<file path="config.mk">
export PLATFORM = sky130hd
export DESIGN_NAME = fft_x4_sched
export DESIGN_NICKNAME = d
export VERILOG_FILES = /design/src/rtl/fft_x4_sched.sv
export SDC_FILE = /design/constraint.sdc
export NUM_CORES = 1
export LEC_CHECK = 0
export ABC_AREA = 1
export CAP_MARGIN = 20
export CORE_AREA = 2 2 365 367
export CTS_BUF_LIST = sky130_fd_sc_hd__clkbuf_8
export CTS_CLUSTER_DIAMETER = 60
export DETAILED_ROUTE_END_ITERATION = 10
export DIE_AREA = 0 0 367 369
export MAX_ROUTING_LAYER = met4
export PLACE_DENSITY = 0.39
export SETUP_SLACK_MARGIN = 0.3
export SLEW_MARGIN = 25
export SYNTH_ARGS = -nofsm -noshare
export SYNTH_HDL_FRONTEND = slang
export SYNTH_SLANG_ARGS = --single-unit
</file>
<file path="constraint.sdc">
create_clock -name clk -period 3.1 [get_ports clk]
set_input_delay 0.775 -clock clk [delete_from_list [all_inputs] [get_ports clk]]
set_output_delay 0.775 -clock clk [all_outputs]
set_load 0.02 [all_outputs]
</file>
<file path="src/rtl/fft_x4_sched.sv">
// fft_x4_sched: shares one non-pipelined 4-point FFT engine among NREQ
// requesters using round-robin grant, a WAIT watchdog and backpressured return.
module fft_x4_sched #(
    parameter int NREQ    = 4,
    parameter int DATA_W  = 16,
    parameter int TIMEOUT = 64
) (
    input  logic                     clk,
    input  logic                     reset,
    input  logic [NREQ-1:0]          req_valid,
    output logic [NREQ-1:0]          req_ready,
    input  logic [NREQ*4*DATA_W-1:0] req_data_i,
    input  logic [NREQ*4*DATA_W-1:0] req_data_q,
    output logic [NREQ-1:0]          rsp_valid,
    input  logic [NREQ-1:0]          rsp_ready,
    output logic [4*DATA_W-1:0]      rsp_data_i,
    output logic [4*DATA_W-1:0]      rsp_data_q,
    output logic                     eng_valid,
    output logic [4*DATA_W-1:0]      eng_data_i,
    output logic [4*DATA_W-1:0]      eng_data_q,
    input  logic                     eng_complete,
    input  logic [4*DATA_W-1:0]      eng_out_i,
    input  logic [4*DATA_W-1:0]      eng_out_q,
    input  logic                     err_clr,
    output logic                     err_timeout,
    output logic [15:0]              op_count,
    output logic [1:0]               state_sched
);

    localparam int SW = 4 * DATA_W;
    localparam int PW = $clog2(NREQ);
    localparam int TW = $clog2(TIMEOUT);
    localparam logic [TW-1:0] TIMER_LAST = TW'(TIMEOUT - 1);

    typedef enum logic [1:0] {
        IDLE    = 2'd0,
        ISSUE   = 2'd1,
        WAIT    = 2'd2,
        DELIVER = 2'd3
    } state_t;

    state_t        state;
    state_t        state_nxt;
    logic [PW-1:0] rr_ptr;
    logic [PW-1:0] gnt;
    logic [PW-1:0] pick;
    logic          pick_ok;
    logic [PW:0]   scan_idx;
    logic [TW-1:0] timer;
    logic [SW-1:0] op_i;
    logic [SW-1:0] op_q;
    logic [SW-1:0] res_i;
    logic [SW-1:0] res_q;
    logic          err;
    logic [15:0]   cnt;
    logic          take;
    logic          timeout_hit;
    logic          complete_hit;
    logic          rsp_fire;

    // Round-robin search: first pending requester at or after rr_ptr.
    always_comb begin
        pick     = '0;
        pick_ok  = 1'b0;
        scan_idx = '0;
        for (int i = 0; i < NREQ; i++) begin
            scan_idx = {1'b0, rr_ptr} + (PW+1)'(i);
            if (scan_idx >= (PW+1)'(NREQ)) begin
                scan_idx = scan_idx - (PW+1)'(NREQ);
            end
            if (!pick_ok && req_valid[scan_idx[PW-1:0]]) begin
                pick_ok = 1'b1;
                pick    = scan_idx[PW-1:0];
            end
        end
    end

    // Next-state and handshake decode; accept is held off while in reset.
    always_comb begin
        state_nxt    = state;
        req_ready    = '0;
        rsp_valid    = '0;
        eng_valid    = 1'b0;
        take         = 1'b0;
        timeout_hit  = 1'b0;
        complete_hit = 1'b0;
        rsp_fire     = 1'b0;
        unique case (state)
            IDLE: begin
                if (pick_ok && !reset) begin
                    req_ready[pick] = 1'b1;
                    take            = 1'b1;
                    state_nxt       = ISSUE;
                end
            end
            ISSUE: begin
                eng_valid = 1'b1;
                state_nxt = WAIT;
            end
            WAIT: begin
                if (eng_complete) begin
                    complete_hit = 1'b1;
                    state_nxt    = DELIVER;
                end else if (timer == TIMER_LAST) begin
                    timeout_hit = 1'b1;
                    state_nxt   = IDLE;
                end
            end
            DELIVER: begin
                rsp_valid[gnt] = 1'b1;
                if (rsp_ready[gnt]) begin
                    rsp_fire  = 1'b1;
                    state_nxt = IDLE;
                end
            end
            default: begin
                state_nxt = IDLE;
            end
        endcase
    end

    // State, grant pointer, watchdog timer and status counters.
    always_ff @(posedge clk) begin
        if (reset) begin
            state  <= IDLE;
            rr_ptr <= '0;
            gnt    <= '0;
            timer  <= '0;
            err    <= 1'b0;
            cnt    <= '0;
        end else begin
            state <= state_nxt;
            if (take) begin
                gnt    <= pick;
                rr_ptr <= (pick == PW'(NREQ - 1)) ? '0 : pick + 1'b1;
            end
            if (state == ISSUE) begin
                timer <= '0;
            end else if (state == WAIT) begin
                timer <= timer + 1'b1;
            end
            if (timeout_hit) begin
                err <= 1'b1;
            end else if (err_clr) begin
                err <= 1'b0;
            end
            if (rsp_fire) begin
                cnt <= cnt + 16'd1;
            end
        end
    end

    // Operand and result capture; samples pass through untouched.
    always_ff @(posedge clk) begin
        if (reset) begin
            op_i  <= '0;
            op_q  <= '0;
            res_i <= '0;
            res_q <= '0;
        end else begin
            if (take) begin
                op_i <= req_data_i[pick*SW +: SW];
                op_q <= req_data_q[pick*SW +: SW];
            end
            if (complete_hit) begin
                res_i <= eng_out_i;
                res_q <= eng_out_q;
            end
        end
    end

    assign eng_data_i  = op_i;
    assign eng_data_q  = op_q;
    assign rsp_data_i  = res_i;
    assign rsp_data_q  = res_q;
    assign err_timeout = err;
    assign op_count    = cnt;
    assign state_sched = state;

endmodule

</file>
## After elaboration in Yosys (flattened, before gate mapping)

Cells that the tools add are included.
W data, S select, Z words.

- Bits in registers: 285
- Input port bits: 652
- Output and inout port bits: 284
- Logic and storage cells: 103

- $add $sub $neg: 10
- $lt $le $gt $ge: 12
- Eq/ne operators: 8
- Shifts and indexed selects: 2
- Mux-type cells: 47
- Reduce and logical (&&, ||, !) cells: 14

Operators by type and width:

| kind | count |
|---|---|
| $shiftx A256 B9 Y64 | 2 |
| $mux W2 | 13 |
| $mux W1 | 23 |
| $lt A2 B3 Y1 const B | 6 |
| $add A16 B1 Y16 const B | 1 |
| $mux W4 | 3 |
| $bmux W1 S2 | 5 |
| $ge A3 B3 Y1 const B | 3 |
| $pmux W2 S4 | 1 |
| $sub A2 B1 Y2 const B | 4 |
| $add A2 B2 Y3 const B | 2 |
| $add A6 B1 Y6 const B | 1 |
| $eq A2 B2 Y1 const B | 3 |
| $eq A6 B6 Y1 const B | 1 |
| $logic_and A1 B1 Y1 | 6 |
| $demux W1 S2 | 2 |
| $ge A2 B1 Y1 const B | 2 |
| $logic_not A1 Y1 | 4 |
| $ne A2 B2 Y1 const B | 2 |
| $add A2 B1 Y3 const B | 1 |
| $ge A2 B3 Y1 const B | 1 |
| $ne A3 B3 Y1 const B | 1 |
| $reduce_and A3 Y1 | 1 |
| $add A2 B1 Y2 const B | 1 |
| 4 further kinds | 4 |

## Depth between registers and ports, before layout

Gate-level depths: netlist of run 1.

- Depth after elaboration: 20
- Mapped depth: 16
- Mapped depth without buffers: 14

## Least setup slack after synthesis of run 1

OpenSTA, ideal clock, no wires.

- Kind: input-to-output
- Start: in req_valid[3]
- End: out req_ready[1]
- Arrival: 2.254 ns
- Required time: 2.325 ns
- Setup slack: 0.071 ns
- Cell stages on the path: 11
- Buffers on the path: 2
- Path through: inv_1 nand2_1 nand3_2 nand2_2 nor2_4 nand3_1 nand2_2 nand2_4 buf_6 buf_2 nor3_1

- Cells in the longest elaborated chain, start to end: 18
- Elaborated cells on any way between the ends: 30
- Classes of those cells: order compare (2); mux (20); reduce/logical (8)

RTL lines:

| item | line | text |
|---|---|---|
| start: declaration | 10 | `input logic [NREQ-1:0] req_valid,` |
| $bmux W1 S2 | 71 | `if (!pick_ok && req_valid[scan_idx[PW-1:0]]) begin` |
| $mux W1 (not written as such) | 71 |  |
| $mux W1 | 71 |  |
| $logic_not A1 Y1 | 71 |  |
| $logic_and A1 B1 Y1 | 71 |  |
| $mux W1 | 71 |  |
| $logic_not A1 Y1 | 71 |  |
| $logic_and A1 B1 Y1 | 71 |  |
| [2 not listed] | n/a |  |
| $logic_and A1 B1 Y1 | 71 |  |
| $mux W2 | 71 |  |
| $lt A2 B3 Y1 (not written as such) or $ge A2 B1 Y1 (tied branches) | 91 | `req_ready[pick] = 1'b1;` |
| $logic_and A1 B1 Y1 (not written as such) | 91 |  |
| $mux W1 (not written as such) | 91 |  |
| $demux W1 S2 | 91 |  |
| $mux W4 (*) | 90 | `if (pick_ok && !reset) begin` |
| $mux W4 (*) | 88 | `unique case (state)` |
| end: declaration | 11 | `output logic [NREQ-1:0] req_ready,` |

Every way passes the cells marked *; elsewhere a longest branch is shown, timed or not. The select of a mux whose other input is x is not followed.

## Final worst setup path of run 1

- Start: in req_valid[0]
- End: out req_ready[0]

Same word-level chain as after synthesis.

==> results of run 1 <==
## logic make-up (layout without fill, tap and decap cells)
| logic type | count (synthesis) | count (layout) | synth area share (%) |
|---|---|---|---|
| flip-flops | 285 | 285 | 36.57 |
| AND/OR/NAND/NOR | 1600 | 1600 | 46.14 |
| AO/OA/AOI/OAI | 165 | 165 | 5.365 |
| buffers and inverters | 402 | 1333 | 11.32 |
| adder cells (fa/ha/maj) | 4 | 4 | 0.3208 |
| XOR/XNOR | 5 | 5 | 0.2807 |
| other | 0 | 20 | 0 |
## final timing paths
kind	start	to	cells after the start
setup reg to reg	rr_ptr[0]$_SDFFE_PP0P_	eng_data_q[27]$_SDFFE_PP0P_	14
hold / removal	rsp_data_i[37]$_SDFFE_PP0P_	rsp_data_i[37]$_SDFFE_PP0P_	2
setup / recovery	req_valid[0]	req_ready[0]	12
hold reg to reg	rsp_data_i[37]$_SDFFE_PP0P_	rsp_data_i[37]$_SDFFE_PP0P_	2
## cells in the mapped netlist (all sizes together), types with 7 or more instances
master,number,share of area [%]
inv,186,4.5
a21oi,148,4.7
dfxtp,285,37
nor2,29,0.75
nand2,667,16
o21ai,13,0.42
clkbuf,93,2.2
nand3,878,28
nand4,7,0.28
nor3,14,0.45
buf,122,4.6
## report_power, final
group | switching (µW) | internal, µW
Sequential | 553 | 4560
Combinational | 12200 | 6800
Clock | 2180 | 2660
## sequential cells by signal (all words and copies together), names as in the netlist
signal and cells:
state_sched 2, timer 6, err_timeout 1, gnt 2
rsp_data_i 64, eng_data_q 64, op_count 16, eng_data_i 64
rsp_data_q 64, rr_ptr 2
## worst reg2reg max path, stage by stage, from the launching register on
cell,delay [ns]
dfxtp_4,0.37
buf_6,0.13
nand2_4,0.06
nand2_4,0.07
nand2_2,0.08
nand2_2,0.07
nor2_4,0.15
nand3_1,0.15
nand3_4,0.18
buf_4,0.14
buf_4,0.53
buf_4,0.35
nand3_1,0.10
nand3_1,0.14
nand2_1,0.07
## repair_timing
item / 4_1_cts / 5_1_grt
setup endpoints to repair: 59 / 84
endpoints found under the hold margin: 0 / 0
setup buffers: 5 / 2
resized for setup: 80 / 43
cloned: 0 / 2
pin swaps: 17 / 20
## metal layers
layer / wire (µm) / share of wire [%] / GRT usage, %
met1: 45020 / 41 / 17.88
met2: 54130 / 50 / 26.62
met3: 7267 / 6.6 / 4.726
met4: 2902 / 2.7 / 5.249
met5: 0 / 0 / -
## area by class of cell
class / count / area [µm²] / share of cell area (%)
Sequential cell: 285 / 5714 / 19.82
Clock buffer: 81 / 1115 / 3.867
Clock inverter: 35 / 300.3 / 1.042
Inverter: 187 / 716.9 / 2.487
Multi-Input combinational cell: 1774 / 8376 / 29.05
Antenna cell: 20 / 50.05 / 0.1736
Tap cell: 1755 / 2196 / 7.617
Timing Repair Buffer: 1030 / 10360 / 35.94
## metrics by stage
stage / hold WS (ns) / setup TNS (ns) / total power (µW) / utilization, % / setup slack (ns)
detailed placement: 0.4514 / -45.42 / 23710 / 20.63 / -0.7951
global route: 0.4696 / -1.281 / 31300 / 21.99 / -0.3229
global placement: 0.4477 / -47.41 / 23770 / 20.63 / -0.8340
finish: 0.4579 / -0.8034 / 28930 / 21.99 / -0.2175
CTS: 0.4220 / -1.145 / 28990 / 21.79 / -0.2877
floorplan: 0.4626 / 0 / 15620 / - / 0.2903
==> summary.md, run 1 <==
| Metric | Value |
|---|---|
| Synth Net Count | `3117` |
| Synthesized area | `15600 µm²` |
| Slew Viols, Final | `0` |
| Initial antenna violation count | `28` |
| First-pass GRT wire length | `150600 µm` |
| Layout cell share with drive strength beyond 1 | `7.783%` |
| Clk_skew | `0.05652 ns` |
| CP max stage cell | `clkdlybuf4s50_1` |
| PortBufs | `935` |
| Vias per cell | `3.949` |
| DR WL/cell | `21.16 µm` |
| Internal reg-to-reg setup slack | `0.39 ns` |
| HP Class | `register to register` |
| DIE WIDTH | `367 µm` |
| Vias in the first global route | `20431` |
| Die Y | `369 µm` |
| Filler cells | `14999` |
| Worst-Skew Late Latency | `0.74 ns` |
| Power per cell area | `1003 nW/µm²` |
| Critical setup path kind | `input port to output port` |
| DIE AREA | `135400 µm²` |
| Post-route ant nets | `0` |
| Yosys warnings | `0` |
| Via total after detailed routing | `20406` |
| Predominant post-synthesis flop cell | `dfxtp_1` |
| # clock sinks | `285` |
| Nets | `4002` |
| Initial DRC count | `1133` |
| Depth of the CTS H-tree | `3` |
| Non-Filler Instances | `5167` |
| Crit-path cells | `clkdlybuf4s50_1, inv_1, nand2_2, nand3_2, nand2_4, nor2_4, nand3_1, nand3_4, buf_4, buf_4, nor2_4, buf_6` |
| Buf/Inv on CP | `5` |
| Top Ports | `936` |
| Drt pass-1 iters | `5` |
| Crit path max fanout | `4` |
| Core area | `131100 µm²` |
| Dpl hpwl | `82360 µm` |
| Final setup violation count | `4` |
| Post-synth EDFFs | `0` |
| RSZ-0062 raised after global routing | `yes` |
| # rows | `133` |
| Register area share after synthesis | `36.57%` |
| Clock Path Buffers | `3` |
| #FFs+latches synth | `285` |
| Slack of the critical path | `-0.2175 ns` |
| Crit end category | `output port` |
| RePlAce Congestion | `0.8705` |
| Synth async-reset ratio | `0%` |
| CTS tree | `built` |
| CP peak stage delay | `0.49 ns` |
| Static leakage | `0.01182 µW` |
| CP top delay family | `buffers and inverters` |
| Placed insts | `5022` |
| Grt total ovfl | `0` |
| Effective utilization at floorplan | `11.90%` |
| Total CTS buffers | `68` |
| Hold Buf Count CTS | `0` |
| Minimum clock period | `3.318 ns` |
| Relative slew slack | `4.103%` |
| Cell Area, Placed | `27050 µm²` |
| Clk slew on worst S/H paths | `0.05 ns` |
| Clock root cell | `clkbuf_8` |
| Post-synthesis cell count | `2461` |
| Most frequent cells in the layout | `clkdlybuf4s50_1 (902), nand3_1 (871), nand2_1 (641), dfxtp_1 (280), inv_1 (195)` |
| Layout area overhead | `84.79%` |
| WP data required | `2.32 ns` |
| Failing checks | `negative setup slack` |
| Setup crit start kind | `input port` |
| Crit path DAT | `2.54 ns` |
| Global-route usage over all layers | `15.84%` |
| FMAX | `301.4 MHz` |
| Pin count of the biggest net entering global routing | `145` |
| Cell area after layout | `28830 µm²` |
| DRC | `0` |
| Mean Syn Cell Area | `6.339 µm²` |
| Final Hold Viols | `0` |
| Outcome | `finished, violations left` |
| Final Routed Wirelength | `109300 µm` |
| Worst-margin pin slew | `1.438 ns` |
| Netlist cell types | `32` |
| Commonest non-fill, non-tap cell in the layout | `clkdlybuf4s50_1` |
| Worst ir drop on vdd | `0.0006950 V` |
| Max-cap check violation count | `0` |
| Fin crit share | `107.0%` |
Note: power is estimated with default switching activity, not from simulation.
==> run 2, diff against run 1 <==
==> constraint.sdc (replaced) <==
create_clock -name clk -period 3.8 [get_ports clk]
set_input_delay 0.95 -clock clk [delete_from_list [all_inputs] [get_ports clk]]
set_output_delay 0.95 -clock clk [all_outputs]
set_load 0.02 [all_outputs]
==> run 2 against run 1 <==
  * The run now ends clean
  * Final cell count is 0.81% lower
  * Flip-flop and latch count stayed put
  * Final area is 1.6% lower
  * Critical path depth stayed put
  * Clock power is 26% lower
  * Combinational power is 22% lower
  * Sequential share of layout area is 0.32 points higher
  * Highest routed layer unchanged
==> summary.md, run 2 (synthesized netlist as in run 1, its figures left out) <==
| Metric | Value |
|---|---|
| Worst-Skew Late Latency | `0.72 ns` |
| Clk slew on worst S/H paths | `0.05 ns` |
| Core area | `131100 µm²` |
| DR WL/cell | `20.67 µm` |
| # rows | `133` |
| Vias in the first global route | `20265` |
| CTS tree | `built` |
| Final setup violation count | `0` |
| Static leakage | `0.01144 µW` |
| Worst ir drop on vdd | `0.001051 V` |
| Commonest non-fill, non-tap cell in the layout | `clkdlybuf4s50_1` |
| DIE WIDTH | `367 µm` |
| Initial DRC count | `1199` |
| Outcome | `complete, no violations` |
| Clock root cell | `clkbuf_8` |
| Worst Hold Launch | `rsp_data_i[57]$_SDFFE_PP0P_` |
| Layout area overhead | `81.85%` |
| Post-route ant nets | `0` |
| HP Class | `register to register` |
| Crit path max fanout | `5` |
| Critical Path Source | `req_valid[0]` |
| Depth of the CTS H-tree | `3` |
| Critical setup path kind | `input port to output port` |
| Nets | `3977` |
| Die Y | `369 µm` |
| Final Routed Wirelength | `105900 µm` |
| Fin crit share | `90.29%` |
| Clk_skew | `0.04602 ns` |
| Layout cell share with drive strength beyond 1 | `6.639%` |
| Most frequent cells in the layout | `clkdlybuf4s50_1 (925), nand3_1 (872), nand2_1 (642), dfxtp_1 (283), inv_1 (192)` |
| Final Hold Viols | `0` |
| Crit path DAT | `2.48 ns` |
| Dpl hpwl | `78540 µm` |
| Crit end category | `output port` |
| First-pass GRT wire length | `147300 µm` |
| PortBufs | `935` |
| Setup crit start kind | `input port` |
| Slew Viols, Final | `0` |
| Max-cap check violation count | `0` |
| Relative slew slack | `33.04%` |
| Total CTS buffers | `67` |
| Effective utilization at floorplan | `11.90%` |
| Top Ports | `936` |
| DRC | `0` |
| Drt pass-1 iters | `6` |
| DIE AREA | `135400 µm²` |
| Grt total ovfl | `0` |
| Final hold slack | `0.4572 ns` |
| Via total after detailed routing | `20211` |
| Core Util, Final | `21.64%` |
| Internal reg-to-reg setup slack | `0.91 ns` |
| Power per cell area | `799.6 nW/µm²` |
| # clock sinks | `285` |
| Pwr Total | `22680 µW` |
| Hold Buf Count CTS | `0` |
| FF-to-FF Start | `rr_ptr[0]$_SDFFE_PP0P_` |
| Initial antenna violation count | `18` |
| Minimum clock period | `3.431 ns` |
| Worst-margin pin slew | `1.004 ns` |
| RSZ-0062 raised after global routing | `no` |
| WP data required | `2.85 ns` |
| Non-Filler Instances | `5125` |
| Clock Path Buffers | `3` |
| FMAX | `291.5 MHz` |
| Placed insts | `4999` |
| Filler cells | `14914` |
| RePlAce Congestion | `0.8491` |
| Pin count of the biggest net entering global routing | `133` |
| Setup TNS | `0 ns` |
| Vias per cell | `3.944` |
| Global-route usage over all layers | `15.34%` |
==> run 2: cell types whose count changed in the layout (fill, tap and decap cells not counted), moves of 4 or more <==
cell / previous run / this run
dfxtp_2: 4 / 0
clkbuf_8: 81 / 75
dlygate4sd2_1: 20 / 2
dlymetal6s2s_1: 4 / 0
buf_12: 13 / 18
clkdlybuf4s50_1: 902 / 925
buf_6: 17 / 2
buf_4: 65 / 56
diode_2: 20 / 11
==> run 2: area by class of cell <==
| type | count | area [µm²] | area share (%) |
|---|---|---|---|
| diodes | 11 | 27.53 | 0.09702 |
| clock buffers | 75 | 1032 | 3.638 |
| clock inverters | 32 | 207.7 | 0.7321 |
| inverters | 187 | 721.9 | 2.545 |
| multi-input cells | 1774 | 8368 | 29.50 |
| flip-flops and latches | 285 | 5713 | 20.14 |
| well taps | 1755 | 2196 | 7.740 |
| repair buffers | 1006 | 10100 | 35.62 |
==> run 2: per-stage QoR <==
stage | setup slack (ns) | cell area, µm²
finish | 0.3691 | 28370
global route | 0.2827 | 28370
CTS | 0.2902 | 28230
detailed placement | -0.4637 | 26850
global placement | -0.4845 | 26850
floorplan | 0.4214 | 15600
==> run 2: worst max-delay path, cell delays in order <==
cell and delay [ns]:
dlygate4sd2_1 0.25, inv_1 0.09, nand2_2 0.08, nand3_4 0.09, nand2_4 0.07, nor2_4 0.18, nand4_1 0.16, nand3_4 0.16
ha_4 0.14, inv_1 0.03, nor2_1 0.10, buf_4 0.16
==> run 2: worst paths after layout <==
path / endpoint / cells after the start
worst min register to register: rsp_data_i[57]$_SDFFE_PP0P_ / 2
worst min-delay path: rsp_data_i[57]$_SDFFE_PP0P_ / 2
worst max-delay path: req_ready[3] / 12
worst max register to register: eng_data_i[63]$_SDFFE_PP0P_ / 17
==> run 2: metal layers <==
| metal | GRT usage (%) | part of all wire [%] | wire length (µm) | up-vias |
|---|---|---|---|---|
| met4 | 4.351 | 2.4 | 2536 | 0 |
| met5 | - | 0 | 0 | - |
| li1 | - | - | - | 9875 |
| met3 | 4.493 | 7.1 | 7546 | 125 |
| met1 | 17.32 | 41 | 43290 | 9489 |
| met2 | 26.19 | 50 | 52550 | 722 |
==> run 2: where the power goes <==
| group | total (µW) | switching (µW) | internal, µW |
|---|---|---|---|
| clock network | 3570 | 1750 | 1820 |
| logic | 14900 | 9760 | 5170 |
| registers | 4190 | 469 | 3720 |
==> run 2: what timing repair did <==
| action | CTS | global route |
|---|---|---|
| buffers inserted | 5 | 3 |
| endpoints found under the setup margin | 5 | 4 |
| pin swaps | 13 | 15 |
| gates resized for setup | 59 | 26 |
